`config.mk`:
```
export PLATFORM = sky130hd
export DESIGN_NAME = port_req_scheduler
export DESIGN_NICKNAME = d
export VERILOG_FILES = /design/src/rtl/port_req_scheduler.sv
export SDC_FILE = /design/constraint.sdc
export NUM_CORES = 1
export LEC_CHECK = 0
export CAP_MARGIN = 10
export CORE_ASPECT_RATIO = 1.75
export CORE_UTILIZATION = 53
export DETAILED_ROUTE_END_ITERATION = 6
export GPL_ROUTABILITY_DRIVEN = 0
export GPL_TIMING_DRIVEN = 0
export PLACE_DENSITY_LB_ADDON = 0.25
export SLEW_MARGIN = 10
export SYNTH_ARGS = -nofsm -noshare
export SYNTH_HDL_FRONTEND = slang
export SYNTH_SLANG_ARGS = --single-unit
```
`constraint.sdc`:
```
create_clock -name clk -period 5.85 [get_ports clk]
set_input_delay 1.17 -clock clk [delete_from_list [all_inputs] [get_ports clk]]
set_output_delay 1.17 -clock clk [all_outputs]
set_load 0.01 [all_outputs]
```
`src/rtl/port_req_scheduler.sv`:
```
// port_req_scheduler
//   Shares one single-ported memory array among three requester ports.
//   Each port owns a 1-deep pending register. An arbiter issues at most one
//   access per cycle to the array. Read data returns to the originating port
//   with a one-hot valid, three cycles after the request is presented.
//
// Ports
//   clk        rising-edge clock
//   reset_n    asynchronous active-low reset
//   req_valid  per-port request valid (bit p = port p)
//   req_we     per-port write enable (1 = write, 0 = read)
//   req_addr   per-port address, port p at [p*ADDR_W +: ADDR_W]
//   req_wdata  per-port write data, port p at [p*WIDTH +: WIDTH]
//   freeze     per-port backpressure (registered); upstream holds while high
//   mem_stall  memory unavailable this cycle; nothing is issued
//   mem_en     array access strobe
//   mem_we     array write enable
//   mem_addr   array address
//   mem_wdata  array write data
//   mem_rdata  array read data, valid the cycle after a read issue
//   rd_valid   one-hot read-return valid (registered)
//   rd_data    read-return data (registered, holds between returns)
//
// Build option
//   PORT_REQ_SCHED_FIXED_PRIO_EN: when defined, strict priority
//   port 0 > port 1 > port 2 replaces round-robin and no pointer is kept.

module port_req_scheduler #(
  parameter int WIDTH  = 8,
  parameter int ADDR_W = 6
) (
  input  logic                  clk,
  input  logic                  reset_n,
  input  logic [2:0]            req_valid,
  input  logic [2:0]            req_we,
  input  logic [3*ADDR_W-1:0]   req_addr,
  input  logic [3*WIDTH-1:0]    req_wdata,
  output logic [2:0]            freeze,
  input  logic                  mem_stall,
  output logic                  mem_en,
  output logic                  mem_we,
  output logic [ADDR_W-1:0]     mem_addr,
  output logic [WIDTH-1:0]      mem_wdata,
  input  logic [WIDTH-1:0]      mem_rdata,
  output logic [2:0]            rd_valid,
  output logic [WIDTH-1:0]      rd_data
);

  // Pending request registers, one per port.
  logic [2:0]        pending;
  logic [2:0]        pend_we;
  logic [ADDR_W-1:0] pend_addr  [3];
  logic [WIDTH-1:0]  pend_wdata [3];

  // Arbiter result.
  logic [2:0] grant;
  logic [1:0] grant_idx;
  logic       grant_any;

  // Read-return tag: which port the read issued last cycle belongs to.
  logic       tag_valid;
  logic [1:0] tag;

  // ---------------------------------------------------------------------
  // Capture / release of pending requests.
  // A granted port is always pending, so it can never also capture in the
  // same cycle; freeze therefore falls the cycle after the grant.
  // ---------------------------------------------------------------------
  always_ff @(posedge clk or negedge reset_n) begin
    if (!reset_n) begin
      pending <= '0;
      pend_we <= '0;
      for (int unsigned p = 0; p < 3; p++) begin
        pend_addr[p]  <= '0;
        pend_wdata[p] <= '0;
      end
    end else begin
      for (int unsigned p = 0; p < 3; p++) begin
        if (req_valid[p] && !pending[p]) begin
          pending[p]    <= 1'b1;
          pend_we[p]    <= req_we[p];
          pend_addr[p]  <= req_addr[p*ADDR_W +: ADDR_W];
          pend_wdata[p] <= req_wdata[p*WIDTH +: WIDTH];
        end else if (grant[p]) begin
          pending[p] <= 1'b0;
        end
      end
    end
  end

  always_comb freeze = pending;

  // ---------------------------------------------------------------------
  // Arbitration
  // ---------------------------------------------------------------------
`ifdef PORT_REQ_SCHED_FIXED_PRIO_EN

  always_comb begin
    grant     = '0;
    grant_idx = '0;
    if (!mem_stall) begin
      if (pending[0]) begin
        grant[0]  = 1'b1;
        grant_idx = 2'd0;
      end else if (pending[1]) begin
        grant[1]  = 1'b1;
        grant_idx = 2'd1;
      end else if (pending[2]) begin
        grant[2]  = 1'b1;
        grant_idx = 2'd2;
      end
    end
  end

`else

  // rr_ptr holds the last granted port; the search starts just after it.
  logic [1:0] rr_ptr;

  always_comb begin
    logic       found;
    logic [1:0] idx;
    grant     = '0;
    grant_idx = '0;
    found     = 1'b0;
    idx       = '0;
    if (!mem_stall) begin
      for (int unsigned k = 1; k <= 3; k++) begin
        idx = 2'((32'(rr_ptr) + k) % 3);
        if (!found && pending[idx]) begin
          found      = 1'b1;
          grant[idx] = 1'b1;
          grant_idx  = idx;
        end
      end
    end
  end

  always_ff @(posedge clk or negedge reset_n) begin
    if (!reset_n) begin
      rr_ptr <= 2'd2;
    end else if (grant_any) begin
      rr_ptr <= grant_idx;
    end
  end

`endif

  always_comb grant_any = |grant;

  // ---------------------------------------------------------------------
  // Memory request drive; all fields are zero when nothing is issued.
  // ---------------------------------------------------------------------
  always_comb begin
    mem_en    = grant_any;
    mem_we    = 1'b0;
    mem_addr  = '0;
    mem_wdata = '0;
    if (grant_any) begin
      mem_we    = pend_we[grant_idx];
      mem_addr  = pend_addr[grant_idx];
      mem_wdata = pend_wdata[grant_idx];
    end
  end

  // ---------------------------------------------------------------------
  // Read return path. Independent of mem_stall: a read already issued
  // always returns on schedule.
  // ---------------------------------------------------------------------
  always_ff @(posedge clk or negedge reset_n) begin
    if (!reset_n) begin
      tag_valid <= 1'b0;
      tag       <= '0;
      rd_valid  <= '0;
      rd_data   <= '0;
    end else begin
      tag_valid <= grant_any && !pend_we[grant_idx];
      tag       <= grant_idx;
      if (tag_valid) begin
        rd_valid <= 3'b001 << tag;
        rd_data  <= mem_rdata;
      end else begin
        rd_valid <= '0;
      end
    end
  end

endmodule

```
==> summary.txt, run 1 <==
Synth
  • Dominant cell type by area after synthesis: dfrtp_1
  • Avg Cell Area, Syn: 12.7 sq um
  • Most instantiated library cell after synthesis: dfrtp_1
  • Top cell type's share of synthesized area: 0.463
  • Sequential fraction of the synthesis area: 0.470
  • Syn_nets: 331
  • Syn. warnings: 0
  • Cell Area, Synth: 3410 sq um
  • Fraction of registers with async set/reset: 1.00
  • Number of flops mapped to enable cells by yosys: 0
  • Ys flop type: dfrtp_1
  • Cells after Synth: 268
  • Synth Register Bits: 64
  • Synth area leaders: dfrtp_1 (46%), mux2_2 (17%), mux2i_1 (5.3%)
  • Netlist cell types: 49
  • Top post-synthesis cells by count: dfrtp_1 (63), mux2_2 (52), a211oi_1 (24), mux2i_1 (18)

Timing
  • TNS Setup: 0 ns
  • Final period utilization: 0.785
  • F_max: 0.218 GHz
  • Final Max Tran Viols: 0
  • Slew margin rel.: 0.469
  • Final hold slack: 0.447 ns
  • Skew final: 0.00298 ns
  • Worst Tran Pin Value: 0.797 ns
  • RSZ-0062 raised after global routing: false
  • Final setup vio count: 0
  • Final hold vios: 0
  • Tmin final: 4.59 ns

Clock network
  • H-tree Lvls: 3
  • Root Driver: clkbuf_8
  • Num CTS Buffers: 9
  • Post CTS Setup Buffer Count: 0
  • Clock-pin slew on the worst setup and hold paths: 0.06 ns
  • CTS Hold Bufs: 0
  • CTS tree: done
  • Clock sinks: 64
  • Post-cts resize count: 0
  • CTS max path bufs: 2
  • Clk_lat worst skew: 0.34 ns

Final layout
  • Final core occ: 0.736
  • Fill cells: 447
  • Fin nets: 430
  • Layout cells sized above 1: 0.277
  • Post-route insts no fill: 452
  • # diodes: 0
  • Layout area overhead: 33.6%

Min path
  • Hold WC Path Type: flop to flop

Routing
  • Vias per cell: 5.46
  • Drt first pass iters: 4
  • Initial DRC count: 158
  • Vias: 2470
  • WL final: 7710 um
  • DRC: 0
  • DR WL/cell: 17.0 um
  • Post-route ant nets: 0

Power and ir drop
  • PwrDens: 527 nW/um^2
  • Pleak: 1.91 nW
  • Peak VDD IR: 0.289 mV

Floorplan
  • FP Rows: 38
  • I/O pin count: 89
  • Die span in x: 62.6 um
  • Core area: 6180 sq um
  • Starting Density: 0.551
  • Die area: 6770 sq um
  • Die height: 108 um

Critical path
  • Worst EP arrival: 3.42 ns
  • Crit path kind: input pin to output port
  • WP data required: 4.68 ns
  • Crit end category: output port
  • CP max FO: 10
  • Startpoint types: input pin

Global route
  • Initial antenna violation count: 0
  • Largest net degree at the start of global routing: 65
  • Global-route wire length before repair: 12400 um
  • Vias in the first global route: 2644
  • GRT Util Overall: 0.246
  • Grt total ovfl: 0

Placed design
  • HPWL Detailed: 5750 um
  • PortBufs: 88
  • Placed cells: 436

Outcome
  • Outcome: finished clean

Job
  • Max-cap check violation count: 0
## routing by layer
layer  up-vias  track usage  share of wire
met5         -            0              0
met2        72        0.434           0.55
li1       1187            -              -
met1      1187        0.259           0.38
met3        24       0.0654          0.035
met4         0        0.153          0.041
## cell families after synthesis
family / Yosys count / synth area share
adder cells (fa/ha/maj): 5 / 0.0176
buffers and inverters: 33 / 0.0610
AND/OR/NAND/NOR: 36 / 0.0749
AO/OA/AOI/OAI: 59 / 0.148
multiplexers: 71 / 0.228
flip-flops: 64 / 0.470
## power breakdown
part,internal [mW],leakage (nW),switching (mW)
combinational,0.696,1.07,0.594
clock,0.164,0.0834,0.162
sequential,0.660,0.762,0.122
total,1.52,1.91,0.878
## path summary, 6_finish.rpt
kind,start,end,slack [ns],depth (start not counted)
setup / recovery,mem_stall,mem_addr[2],1.26,9
hold / removal,tag[1]$_DFF_PN0_,rd_valid[1]$_DFF_PN0_,0.45,1
setup reg to reg,rr_ptr[1]$_DFFE_PN1P_,tag_valid$_DFF_PN0_,3.39,8
hold reg to reg,tag[1]$_DFF_PN0_,rd_valid[1]$_DFF_PN0_,0.45,1
max in group asynchronous,reset_n,pend_wdata[16]$_DFFE_PN0P_,4.41,1
min in group asynchronous,reset_n,rd_data[6]$_DFFE_PN0P_,0.90,1
## stage by stage
stage | power [mW] | setup slack [ns] | cell area (sq um)
CTS | 2.42 | 1.27 | 4550
global placement | 2.04 | 1.26 | 4390
finish | 2.40 | 1.26 | 4550
floorplan | 1.61 | 2.48 | 3410
global route | 2.54 | 1.10 | 4550
detailed placement | 2.08 | 1.28 | 4390
## registers in the layout, indices dropped and copies added (netlist names)
register    count
freeze          3
pend_we         3
pend_addr      18
tag             2
rd_data         8
rr_ptr          2
pend_wdata     24
tag_valid       1
rd_valid        3
## cell type report
class	count	area, sq um	share of cell area
Buffer	23	170	0.0374
Tap cell	80	100	0.0220
Multi-Input combinational cell	171	1600	0.351
Clock inverter	3	17.5	0.00385
Timing Repair Buffer	88	878	0.193
Sequential cell	64	1600	0.352
Inverter	10	37.5	0.00825
Clock buffer	13	149	0.0327
## worst max-delay path, stage by stage
cell	delay, ns
clkdlybuf4s50_1	0.49
nand2b_1	0.24
a21oi_1	0.17
o21ai_2	0.08
buf_6	0.15
buf_6	0.16
mux2i_1	0.17
a211oi_2	0.23
clkdlybuf4s50_1	0.56
## layout by cell type (no fill, tap or decap), types with 3 or more instances in the layout
| cell | synthesis | layout |
|---|---|---|
| a211oi_1 | 24 | 24 |
| a211oi_2 | 9 | 9 |
| a21o_1 | 3 | 3 |
| buf_2 | 9 | 9 |
| buf_6 | 7 | 7 |
| clkbuf_1 | 4 | 7 |
| clkbuf_8 | 0 | 10 |
| clkdlybuf4s50_1 | 0 | 87 |
| dfrtp_1 | 63 | 63 |
| ha_1 | 4 | 4 |
| inv_1 | 9 | 9 |
| mux2_2 | 52 | 52 |
| mux2i_1 | 18 | 18 |
| nand2_1 | 3 | 3 |
| nand2b_1 | 4 | 4 |
| nand3b_1 | 3 | 3 |
| nor2_1 | 4 | 4 |
| nor2b_1 | 7 | 7 |
| o211ai_1 | 3 | 3 |
| o21ai_0 | 4 | 4 |
Power figures use the tool's default switching activity.
==> inputs of run 2 (changes only) <==
--- a/config.mk
+++ b/config.mk
@@ -7,7 +7,7 @@
 export LEC_CHECK = 0
 export CAP_MARGIN = 10
 export CORE_ASPECT_RATIO = 1.75
-export CORE_UTILIZATION = 53
+export CORE_UTILIZATION = 44
 export DETAILED_ROUTE_END_ITERATION = 6
 export GPL_ROUTABILITY_DRIVEN = 0
 export GPL_TIMING_DRIVEN = 0
==> constraint.sdc (replaced) <==
create_clock -name clk -period 4 [get_ports clk]
set_input_delay 0.8 -clock clk [delete_from_list [all_inputs] [get_ports clk]]
set_output_delay 0.8 -clock clk [all_outputs]
set_load 0.01 [all_outputs]
==> run 2 against run 1 <==
Net effect:
- non-clock buffer count unchanged
- sequential share of layout area down 1.7 points
- highest routed layer unchanged
- utilization down 10 points
==> summary.txt, run 2 (same netlist as run 1, synthesis figures left out) <==
Floorplan
  • FP Rows: 42 (+11%)
  • Die span in x: 68.5 um (+9.4%)
  • Core area: 7510 sq um (+22%)
  • Die area: 8110 sq um (+20%)
  • Die height: 118 um (+9.6%)
  • Starting Density: 0.453 (-0.0978)
  • I/O pin count: 89 (unchanged)

Clock network
  • Num CTS Buffers: 9 (unchanged)
  • Clk_lat worst skew: 0.33 ns (about the same)
  • CTS tree: done
  • Root Driver: clkbuf_16
  • H-tree Lvls: 3 (unchanged)
  • Clock sinks: 64 (unchanged)
  • Clock-pin slew on the worst setup and hold paths: 0.05 ns (about the same)
  • CTS Hold Bufs: 0 (unchanged)
  • CTS max path bufs: 2 (unchanged)

Timing
  • Worst Tran Pin Value: 0.799 ns (+0.00239 ns)
  • F_max: 0.259 GHz
  • Final setup vio count: 0 (unchanged)
  • Skew final: 0.00491 ns (+0.00193 ns)
  • Tmin final: 3.86 ns
  • RSZ-0062 raised after global routing: false
  • Slew margin rel.: 0.467 (-0.00160)
  • Fin worst setup slack: 0.140 ns (-1.12 ns)
  • Final hold vios: 0 (unchanged)
  • TNS Setup: 0 ns (unchanged)
  • Final Max Tran Viols: 0 (unchanged)
  • Final period utilization: 0.965

Placed design
  • Cell Area, Placed: 4400 sq um (+0.23%)
  • Placed cells: 444 (+1.8%)
  • Place WS: 0.182 ns (-1.10 ns)
  • PortBufs: 88 (unchanged)
  • HPWL Detailed: 5800 um (+0.77%)

Routing
  • WL final: 8170 um (+6.0%)
  • DR WL/cell: 17.8 um (+4.2%)
  • Post-route ant nets: 0 (unchanged)
  • Vias: 2535 (+2.6%)
  • Vias per cell: 5.51 (+0.85%)
  • DRC: 0 (unchanged)
  • Drt first pass iters: 4 (unchanged)
  • Initial DRC count: 77 (-51%)

Power and ir drop
  • Pleak: 2.15 nW (+13%)
  • Peak VDD IR: 0.452 mV (+56%)
  • PwrDens: 813 nW/um^2 (+54%)

Final layout
  • Fin nets: 430 (unchanged)
  • Post-route insts no fill: 460 (+1.8%)
  • Commonest non-fill, non-tap cells in the layout: clkdlybuf4s50_1 (72), dfrtp_1 (63), mux2_2 (52), a211oi_1 (22), mux2i_1 (17)
  • Largest register FFs: 24 (unchanged)
  • Layout area overhead: 40.2%
  • Layout cells sized above 1: 0.296 (+0.0188)
  • Largest Register: pend_wdata
  • # diodes: 0 (unchanged)
  • Most common cell after layout, fill and taps aside: clkdlybuf4s50_1
  • Largest regs: pend_wdata: 24 flops, pend_addr: 18 flops, rd_data: 8 flops
  • Fin area: 4780 sq um (+4.9%)

Global route
  • Largest net degree at the start of global routing: 65 (unchanged)
  • Initial antenna violation count: 0 (unchanged)
  • Vias in the first global route: 2606 (-1.4%)
  • Grt total ovfl: 0 (unchanged)
  • Global-route wire length before repair: 12700 um (+2.6%)
  • GRT Util Overall: 0.222 (-0.0242)

Critical path
  • Crit end category: output port
  • Max stage delay on crit path: 0.46 ns (-0.10 ns)
  • R2r setup slk: 1.44 ns (-1.95 ns)
  • Worst EP arrival: 3.06 ns (-0.36 ns)
  • CP max FO: 10 (unchanged)
  • Startpoint types: flop
  • Worst Reg-to-Reg Cells: 8 (unchanged)
  • R2r endpoint: tag_valid$_DFF_PN0_
  • Crit path cell chain: inv_1, ha_4, buf_6, mux2i_2, o22ai_1, nor4b_2, a41o_1, buf_6, buf_12, inv_2, clkdlybuf4s50_1
  • Crit path kind: flop to output port
  • Highest-delay cell along the critical path: clkdlybuf4s50_1
  • Most common cell type on the critical path: buf_6
  • WP data required: 3.20 ns (-1.48 ns)
  • Beginning of the critical path: rr_ptr[0]$_DFFE_PN0P_
  • CP Buf/Inv Count: 6 (+2)
  • Reg2Reg Launch Point: rr_ptr[1]$_DFFE_PN1P_
  • Cell family contributing the most delay on the critical path: buffers and inverters

Job
  • Max-cap check violation count: 0 (unchanged)

Min path
  • Hold path startpoint: tag[1]$_DFF_PN0_
  • Hold path depth: 1 (unchanged)
  • Hold WC Path Type: flop to flop
  • WHS Endpoint: rd_valid[1]$_DFF_PN0_

Outcome
  • Outcome: finished clean
## run 2: changes by cell type in the layout (fill, tap and decap cells not counted), sizes merged
| cell | previous run | this run |
|---|---|---|
| clkdlybuf4s50 | 87 | 72 |
| dlymetal6s2s | 0 | 9 |
| dlygate4sd2 | 0 | 6 |
| bufinv | 0 | 2 |
| buf | 20 | 19 |
| clkbuf | 17 | 16 |
| clkinv | 2 | 1 |
| clkinvlp | 1 | 2 |
## run 2: what timing repair did
action | in CTS | in global routing
pin swaps | 1 | 0
endpoints found under the setup margin | 13 | 10
setup buffers | 1 | 0
gates resized for setup | 8 | 17
## run 2: layout make-up
cell class                 instances  area [sq um]
clock buffer                      11           243
sequential                        64          1600
timing repair buffer              89           901
inverter                          10          37.5
multi-input combinational        171          1630
clock inverter                     5          80.1
buffer                            22           170
fill                             609          2740
tap                               88           110
## run 2: through the flow
step                utilization  hold WS, ns  total power [mW]
CTS                       0.627        0.445              3.88
global route              0.636        0.465              4.10
finish                    0.636        0.446              3.88
floorplan                     -        0.415              2.35
global placement          0.585        0.425              2.99
detailed placement        0.585        0.441              3.04
## run 2: routing by layer
| layer | GRT usage | share of wire |
|---|---|---|
| met5 | 0 | 0 |
| met1 | 0.240 | 0.38 |
| met2 | 0.382 | 0.56 |
| met4 | 0.108 | 0.033 |
| met3 | 0.0579 | 0.031 |
## run 2: how the worst max path moves through the flow
stage          slack, ns  depth (start not counted)                    end
6_report            0.14                         11                 mem_en
5_1_grt             0.02                         11                 mem_en
4_1_cts            0.002                         12            mem_addr[2]
3_5_place_dp        0.18                          9            mem_addr[0]
3_3_place_gp        0.06                          1  freeze[2]$_DFFE_PN0P_
2_1_floorplan       1.04                         10            mem_addr[0]
## run 2: where the power goes
part	internal (mW)	switching [mW]	total, mW
clock	0.561	0.276	0.837
sequential	0.967	0.177	1.14
combinational	1.01	0.894	1.90
==> inputs of run 3 (changes only) <==
--- a/config.mk
+++ b/config.mk
@@ -6,8 +6,8 @@
 export NUM_CORES = 1
 export LEC_CHECK = 0
 export CAP_MARGIN = 10
-export CORE_ASPECT_RATIO = 1.75
 export CORE_UTILIZATION = 44
+export CTS_CLUSTER_DIAMETER = 150
 export DETAILED_ROUTE_END_ITERATION = 6
 export GPL_ROUTABILITY_DRIVEN = 0
 export GPL_TIMING_DRIVEN = 0
==> run 3 against run 2 <==
Net effect:
- final area decreased by 1.8%
- maximum frequency shrank 4.2%
- largest cell class unchanged
- sequential cell count did not move
- the flow now finishes with violations (negative setup slack)
==> summary.txt, run 3 (same netlist as run 1, synthesis figures left out) <==
Outcome
  • Outcome: finished with violations
  • Failing checks: negative setup slack

Power and ir drop
  • Peak VDD IR: 0.468 mV (+3.5%)
  • Total power: 3.68 mW (-5.1%)
  • PwrDens: 785 nW/um^2 (-3.4%)
  • Pleak: 2.10 nW (-2.7%)

Timing
  • Final Max Tran Viols: 0 (unchanged)
  • Fin worst setup slack: -0.0303 ns (-0.170 ns)
  • Tmin final: 4.03 ns (+0.170 ns)
  • RSZ-0062 raised after global routing: true
  • F_max: 0.248 GHz (-4.2%)
  • Final period utilization: 1.01 (+0.0425)
  • Skew final: 0.0118 ns (+0.00694 ns)
  • Final hold vios: 0 (unchanged)
  • Final hold slack: 0.446 ns (-0.000163 ns)
  • Slew margin rel.: 0.468 (+0.000718)
  • Final setup vio count: 1 (+1)
  • Worst Tran Pin Value: 0.798 ns (-0.00108 ns)

Routing
  • Drt first pass iters: 4 (unchanged)
  • Vias: 2532 (-0.12%)
  • Initial DRC count: 85 (+10%)
  • WL final: 7850 um (-3.9%)
  • Post-route ant nets: 0 (unchanged)
  • Vias per cell: 5.35 (-2.9%)
  • DRC: 0 (unchanged)
  • DR WL/cell: 16.6 um (-6.5%)

Final layout
  • Fill cells: 621 (+2.0%)
  • Fin nets: 432 (+0.47%)
  • Largest Register: pend_wdata
  • Most common cell after layout, fill and taps aside: clkdlybuf4s50_1
  • Largest register FFs: 24 (unchanged)
  • Layout area overhead: 37.8%
  • Commonest non-fill, non-tap cells in the layout: clkdlybuf4s50_1 (74), dfrtp_1 (63), mux2_2 (52), a211oi_1 (24), mux2i_1 (17)
  • Largest regs: pend_wdata: 24 flops, pend_addr: 18 flops, rd_data: 8 flops
  • Layout cells sized above 1: 0.299 (+0.00377)
  • Storage cell area: 1600 sq um (unchanged)
  • Area of the multi-input gates: 1620 sq um (-1.0%)
  • # diodes: 0 (unchanged)

Job
  • Max-cap check violation count: 0 (unchanged)

Global route
  • Global-route wire length before repair: 12700 um (unchanged)
  • Initial antenna violation count: 0 (unchanged)
  • Layer with the highest usage: met2
  • Met2 Use GR: 0.312 (-0.0696)
  • Largest net degree at the start of global routing: 65 (unchanged)
  • Vias in the first global route: 2557 (-1.9%)
  • Met1 Use GR: 0.272 (+0.0323)
  • GRT Util Overall: 0.201 (-0.0216)
  • M3 GR Usage: 0.0372 (-0.0207)
  • Grt total ovfl: 0 (unchanged)

Clock network
  • Clock sinks: 64 (unchanged)
  • CTS max path bufs: 2 (unchanged)
  • Num CTS Buffers: 9 (unchanged)
  • Clk_lat worst skew: 0.35 ns (+0.02 ns)
  • H-tree Lvls: 3 (unchanged)
  • Clock-pin slew on the worst setup and hold paths: 0.08 ns (+0.03 ns)
  • CTS tree: done
  • Root Driver: clkbuf_8
  • CTS Hold Bufs: 0 (unchanged)

Critical path
  • Worst EP arrival: 3.23 ns (+0.17 ns)
  • Crit path cell chain: ha_2, buf_6, mux2i_2, o22ai_1, nor4b_2, a41o_1, buf_6, buf_12, a211oi_2, clkdlybuf4s50_1
  • Most common cell type on the critical path: buf_6
  • CP Buf/Inv Count: 4 (-2)
  • Crit path kind: flop to output port
  • Highest-delay cell along the critical path: dfstp_2
  • Cell family contributing the most delay on the critical path: buffers and inverters
  • CP max FO: 10 (unchanged)
  • Worst Reg-to-Reg Cells: 8 (unchanged)
  • WP data required: 3.20 ns (about the same)
  • Startpoint types: flop
  • Worst path depth: 10 (-1)
  • Max stage delay on crit path: 0.55 ns (+0.09 ns)
  • Crit end category: output port

Placed design
  • PortBufs: 88 (unchanged)
  • HPWL Detailed: 5490 um (-5.3%)
  • Place WS: 0.156 ns (-0.0257 ns)

Min path
  • Hold WC Path Type: flop to flop
  • Hold path depth: 1 (unchanged)

Floorplan
  • Die area: 8100 sq um (-0.17%)
  • Die height: 90.0 um (-24%)
  • Starting Density: 0.462 (+0.00893)
  • Die span in x: 90.0 um (+31%)
  • FP Rows: 31 (-26%)
  • I/O pin count: 89 (unchanged)
  • Core area: 7370 sq um (-1.9%)
run 3: report_power, final:
part	switching [mW]	leakage (nW)	internal, mW
combinational	0.880	1.22	1.02
clock	0.280	0.115	0.357
sequential	0.181	0.762	0.964
run 3: worst reg2reg max path: stages (launching register included):
cell and delay (ns):
dfstp_2 0.55, inv_1 0.07, ha_1 0.23, buf_2 0.20
maj3_1 0.38, o21ai_2 0.14, buf_6 0.18, mux2_1 0.35
a211oi_1 0.39
run 3: layer usage:
layer / vias to the layer above / wire length (um)
met3: 17 / 440
met5: - / 0
met4: 0 / 178
met1: 1245 / 3440
li1: 1194 / -
met2: 76 / 3790
run 3: path summary, 6_finish.rpt:
| path | startpoint | to | slack [ns] |
|---|---|---|---|
| worst max register to register | rr_ptr[1]$_DFFE_PN1P_ | tag_valid$_DFF_PN0_ | 1.38 |
| worst max-delay path | rr_ptr[1]$_DFFE_PN1P_ | mem_wdata[3] | -0.03 |
| worst min register to register | tag[1]$_DFF_PN0_ | rd_valid[1]$_DFF_PN0_ | 0.45 |
| worst min-delay path | tag[1]$_DFF_PN0_ | rd_valid[1]$_DFF_PN0_ | 0.45 |
| max in group asynchronous | reset_n | pend_wdata[11]$_DFFE_PN0P_ | 2.93 |
| min in group asynchronous | reset_n | rd_data[3]$_DFFE_PN0P_ | 0.53 |
run 3: what timing repair did:
item,4_1_cts,5_1_grt
resized for setup,8,11
cloned,0,0
setup buffers,0,2
pin swaps,1,2
endpoints found under the setup margin,10,10
run 3: final cells by class:
class | instances | share of cell area
buffer | 23 | 0.0368
clock buffer | 9 | 0.0264
clock inverter | 7 | 0.0213
inverter | 10 | 0.00800
multi-input combinational | 171 | 0.344
sequential | 64 | 0.342
tap | 99 | 0.0264
timing repair buffer | 90 | 0.195
run 3: through the flow:
step | TNS, ns | std cells | cell area, sq um | util
floorplan | 0 | 268 | 3410 | -
global route | -0.236 | 473 | 4690 | 0.637
CTS | 0 | 471 | 4630 | 0.628
detailed placement | 0 | 455 | 4410 | 0.598
finish | -0.0303 | 473 | 4690 | 0.637
global placement | -0.0489 | 455 | 4410 | 0.599
